File: src/rtl/regfile_scoreboard.sv
// Parametrised register file with write-to-read bypass and a per-register busy scoreboard.
// Decode reads operands and readiness combinationally; writeback ports write data and release busy marks.
module regfile_scoreboard #(
  parameter int DATA_W   = 16,
  parameter int N_REG    = 32,
  parameter int N_RD     = 3,
  parameter int ZERO_REG = 1,
  localparam int AW      = $clog2(N_REG)
) (
  input  logic                     clk_i,
  input  logic                     rst_i,
  input  logic [N_RD*AW-1:0]       raddr_i,
  output logic [N_RD*DATA_W-1:0]   rdata_o,
  output logic [N_RD-1:0]          rready_o,
  input  logic [1:0]               we_i,
  input  logic [2*AW-1:0]          waddr_i,
  input  logic [2*DATA_W-1:0]      wdata_i,
  input  logic [1:0]               wclr_i,
  input  logic                     iss_en_i,
  input  logic [AW-1:0]            iss_addr_i,
  output logic [AW:0]              busy_cnt_o,
  output logic                     sb_full_o
);

  localparam logic [AW:0] ONE      = (AW+1)'(1);
  localparam logic [AW:0] FULL_CNT = (AW+1)'(N_REG - ZERO_REG);

  logic [DATA_W-1:0] regs_q [N_REG];
  logic [N_REG-1:0]  busy_q, busy_d;
  logic [AW:0]       cnt_q, cnt_d;

  logic [AW-1:0]     wAddr [2];
  logic [DATA_W-1:0] wData [2];
  logic [1:0]        wrEn;
  logic [1:0]        wrClr;
  logic [AW-1:0]     rAddr;
  logic [DATA_W-1:0] rVal;

  // Split the packed write buses; writes to the hardwired zero register are dropped here.
  always_comb begin
    for (int p = 0; p < 2; p++) begin
      wAddr[p] = waddr_i[p*AW +: AW];
      wData[p] = wdata_i[p*DATA_W +: DATA_W];
      wrEn[p]  = we_i[p] && !((ZERO_REG != 0) && (wAddr[p] == '0));
      wrClr[p] = we_i[p] && wclr_i[p];
    end
  end

  // Port 1 is applied first so that port 0 overrides it on an address collision.
  always_ff @(posedge clk_i) begin
    if (rst_i) begin
      for (int r = 0; r < N_REG; r++) regs_q[r] <= '0;
    end else begin
      if (wrEn[1]) regs_q[wAddr[1]] <= wData[1];
      if (wrEn[0]) regs_q[wAddr[0]] <= wData[0];
    end
  end

  // Issue is applied after the clears: the newer producer owns the register.
  always_comb begin
    busy_d = busy_q;
    for (int p = 0; p < 2; p++) begin
      if (wrClr[p]) busy_d[wAddr[p]] = 1'b0;
    end
    if (iss_en_i) busy_d[iss_addr_i] = 1'b1;
    if (ZERO_REG != 0) busy_d[0] = 1'b0;

    cnt_d = cnt_q;
    for (int r = 0; r < N_REG; r++) begin
      if (busy_d[r] && !busy_q[r]) begin
        cnt_d = cnt_d + ONE;
      end else if (!busy_d[r] && busy_q[r]) begin
        cnt_d = cnt_d - ONE;
      end
    end
  end

  always_ff @(posedge clk_i) begin
    if (rst_i) begin
      busy_q <= '0;
      cnt_q  <= '0;
    end else begin
      busy_q <= busy_d;
      cnt_q  <= cnt_d;
    end
  end

  // Read ports: zero register, then port 0 bypass, then port 1 bypass, then storage.
  always_comb begin
    rdata_o  = '0;
    rready_o = '0;
    rAddr    = '0;
    rVal     = '0;
    for (int i = 0; i < N_RD; i++) begin
      rAddr = raddr_i[i*AW +: AW];
      rVal  = regs_q[rAddr];
      if (we_i[1] && (wAddr[1] == rAddr)) rVal = wData[1];
      if (we_i[0] && (wAddr[0] == rAddr)) rVal = wData[0];
      if ((ZERO_REG != 0) && (rAddr == '0)) rVal = '0;
      rdata_o[i*DATA_W +: DATA_W] = rVal;
      rready_o[i] = !busy_q[rAddr]
                    || (wrClr[0] && (wAddr[0] == rAddr))
                    || (wrClr[1] && (wAddr[1] == rAddr));
    end
  end

  assign busy_cnt_o = cnt_q;
  assign sb_full_o  = (cnt_q == FULL_CNT);

endmodule

File: config.mk
export PLATFORM = sky130hd
export DESIGN_NAME = regfile_scoreboard
export DESIGN_NICKNAME = d
export VERILOG_FILES = /design/src/rtl/regfile_scoreboard.sv
export SDC_FILE = /design/constraint.sdc
export NUM_CORES = 2
export LEC_CHECK = 0
export BUFFER_PORTS_ARGS = -buffer_cell sky130_fd_sc_hd__buf_2
export CORE_UTILIZATION = 30
export DETAILED_ROUTE_END_ITERATION = 8
export PLACE_DENSITY_LB_ADDON = 0.2
export SYNTH_ARGS = -nofsm -noshare
export SYNTH_HDL_FRONTEND = slang
export SYNTH_SLANG_ARGS = --single-unit
File: constraint.sdc
create_clock -name clk_i -period 37.2 [get_ports clk_i]
set_clock_uncertainty 0.05 [all_clocks]
set_input_delay 9.3 -clock clk_i [delete_from_list [all_inputs] [get_ports clk_i]]
set_output_delay 9.3 -clock clk_i [all_outputs]
set_load 0.005 [all_outputs]
==> results.txt <==
Core Region - 152000 sq um
clock transition at the registers of the reported paths - 70 ps
Crit Path Class - in2reg
Yosys reg bits - 549
Cells after Synth - 3796
Port Buf Inserts - 126
Period Utilization, post-route - 94.8%
fraction of registers with async set or reset after synthesis - 0%
TritonRoute pass-1 iters - 5
GP Congestion - 0.893
vias in the first global route - 35600
count leader, synth - edfxtp_1
Post-synth top cells - edfxtp_1, mux4_2, a22o_1, clkbuf_1, nand2_1
Setup crit end kind - flip-flop
Synth top area share - 33.5%
r2r worst-path depth - 149
Layout Utilization - 33.8%
CTS tree - yes
Max clock buf depth - 3
pwr/cell area - 46.8 nW/um^2
Boundary Pins - 127
final WL - 192 mm
Final Non-Filler Cells - 5812
CTS root buf - clkbuf_16
Data required, critical path - 37650 ps
XOR/XNOR Fraction of Synth Area - 6.03%
Vias/cell - 6.31
status - complete, no violations
final setup vio count - 0
Max Fclk - 28.3 MHz
Tot Pwr - 0.00240 W
1st-iter DRT viols - 4687
Final Hold Vio Count - 0
dominant cell type by area after synthesis - edfxtp_1
FF-to-FF End - busy_cnt_o[5]
CP max stage delay - 580 ps
cell repeated most along the worst path - ha_1
Crit-path slowest cell - or4b_4
GRT overflow - 0
number of synthesized flops with an enable pin - 512
HPWL Detailed - 121 mm
Min-Delay Startpoint - busy_q[10]
die height - 393 um
Synth Area in Compound Gates - 15.5%
Chip Width - 393 um
GR Util All Layers - 24.5%
CTS Buf Count - 68
Die ar. - 154000 sq um
Slew @ Worst Pin - 1160 ps
Worst setup SP type - input port
Net count, final - 3861
Worst Path Max Fanout - 10
dpl cells - 5676
max-cap check violation count - 0
CP Capture Point - busy_cnt_o[5]
CTS H-Tree Depth - 3
first-pass GRT wire length - 268 mm
Yosys warnings - 0
initial antenna violation count - 17
Fin Hold WS - 504 ps
Clock Latency Late Sink - 640 ps
via count - 36700
HP Class - reg2reg
Post-Synth Adder-Cell Area - 1.66%
post-synthesis mux area share - 27.1%
sequential-to-total area share from yosys stat - 35.2%
Slew HR - 22.3%
post-synthesis cell area - 45800 sq um
Cell variety after synth - 107
largest family of logic cells by synthesized area - multiplexers
syn avg cell area - 12.1 sq um
Lkg Pwr - 17.3 nW
fill count - 14900
setup TNS - 0 ps
Critical R2R Launch - busy_cnt_o[0]
Post-DRT Antenna Nets - 0
Main synth FF type - edfxtp_1
clk sinks - 549
Slew Limit Fails - 0
routed len/inst - 33.0 um
Arr. time, crit path - 35720 ps
Tmin final - 35280 ps
Area growth syn-to-layout - 11.9%
share of post-route cells with drive strength above 1 - 28.8%
top cells by area, synth - edfxtp_1, mux4_2, a22o_1
Synth Area in Simple Gates - 10.1%
Initial Util - 30.2%
Residual DRC - 0
Worst Setup SP - iss_addr_i[4]
VDD IR max - 0.0000544 V
Hold Buf Count CTS - 0
largest net degree at the start of global routing - 64
reg-to-reg slack, setup - 10290 ps
# rows - 143
-- cell families after synthesis --
group | count (synthesis)
other | 1
and+or+nand+nor | 919
xor gates and xnor gates | 232
buffers and inverters | 526
adders and majority gates | 61
DFF | 549
muxes | 605
AOI/OAI and AO/OA | 903
-- worst min path at each step --
stage | to | slack (ps) | cells after the start
after floorplan | busy_q[10] | 440 | 2
after global placement | busy_q[10] | 480 | 2
after detailed placement | busy_q[10] | 480 | 2
after CTS | busy_q[10] | 490 | 2
after global routing | busy_q[10] | 530 | 2
final | busy_q[10] | 500 | 2
-- worst max-delay path: cells and delay by family --
kind | cells | cell delay (ps)
fa+ha+maj | 28 | 8150
mux | 5 | 970
buf+inv | 17 | 1500
xor+xnor | 3 | 480
compound gates | 49 | 8340
simple gates | 47 | 6930
-- sequential cells by signal, indices dropped and copies added, names as in the netlist --
name and count:
busy_cnt_o 6, regs_q 512, busy_q 31
-- cell usage in the layout, fill, tap and decap left out, types with 37 or more instances in the layout --
cell / count
edfxtp_1: 512
mux4_2: 507
a22o_1: 497
nand2_1: 238
buf_4: 166
nor2_1: 165
buf_2: 116
a21oi_1: 113
xnor2_1: 113
mux2i_1: 87
nand3_1: 83
nor3_1: 81
inv_1: 81
clkbuf_16: 70
o211ai_1: 59
ha_1: 56
xor2_1: 52
or3_1: 43
o21ai_0: 40
dfxtp_1: 37
-- where the power goes --
part | internal [W] | switching, W
Combinational | 0.000419 | 0.000573
Sequential | 0.000713 | 0.0000295
Clock | 0.000373 | 0.000292
-- metrics by stage --
stage | instance area [sq um] | setup slack, ps
final | 51300 | 1920
after global routing | 51300 | -50.2
after CTS | 51000 | 281
after detailed placement | 48900 | -295
after global placement | 48900 | 319
after floorplan | 45900 | 674
-- per-layer routing --
| layer | vias up | share of wire (%) | GRT usage [%] |
|---|---|---|---|
| met5 | - | 0.097 | 0.542 |
| met4 | 14 | 4.7 | 10.2 |
| met3 | 440 | 11 | 6.82 |
| met2 | 2228 | 44 | 36.8 |
| met1 | 18800 | 41 | 32.8 |
| li1 | 15200 | - | - |
-- layout make-up --
cell class                 count  area (sq um)  share of cell area, %
clock inverter                39           348                  0.678
inverter                      88           330                  0.644
sequential                   549         16100                   31.4
antenna                        3          7.51                 0.0146
tap                         2030          2540                   4.95
clock buffer                  79          1790                   3.48
multi-input combinational   2736         28300                   55.1
timing repair buffer         288          1910                   3.71
-- timing repair --
action / in CTS / in global routing
gates resized for setup: 0 / 40
setup buffers: 0 / 15
setup endpoints to repair: 0 / 5
Power figures use the tool's default switching activity.
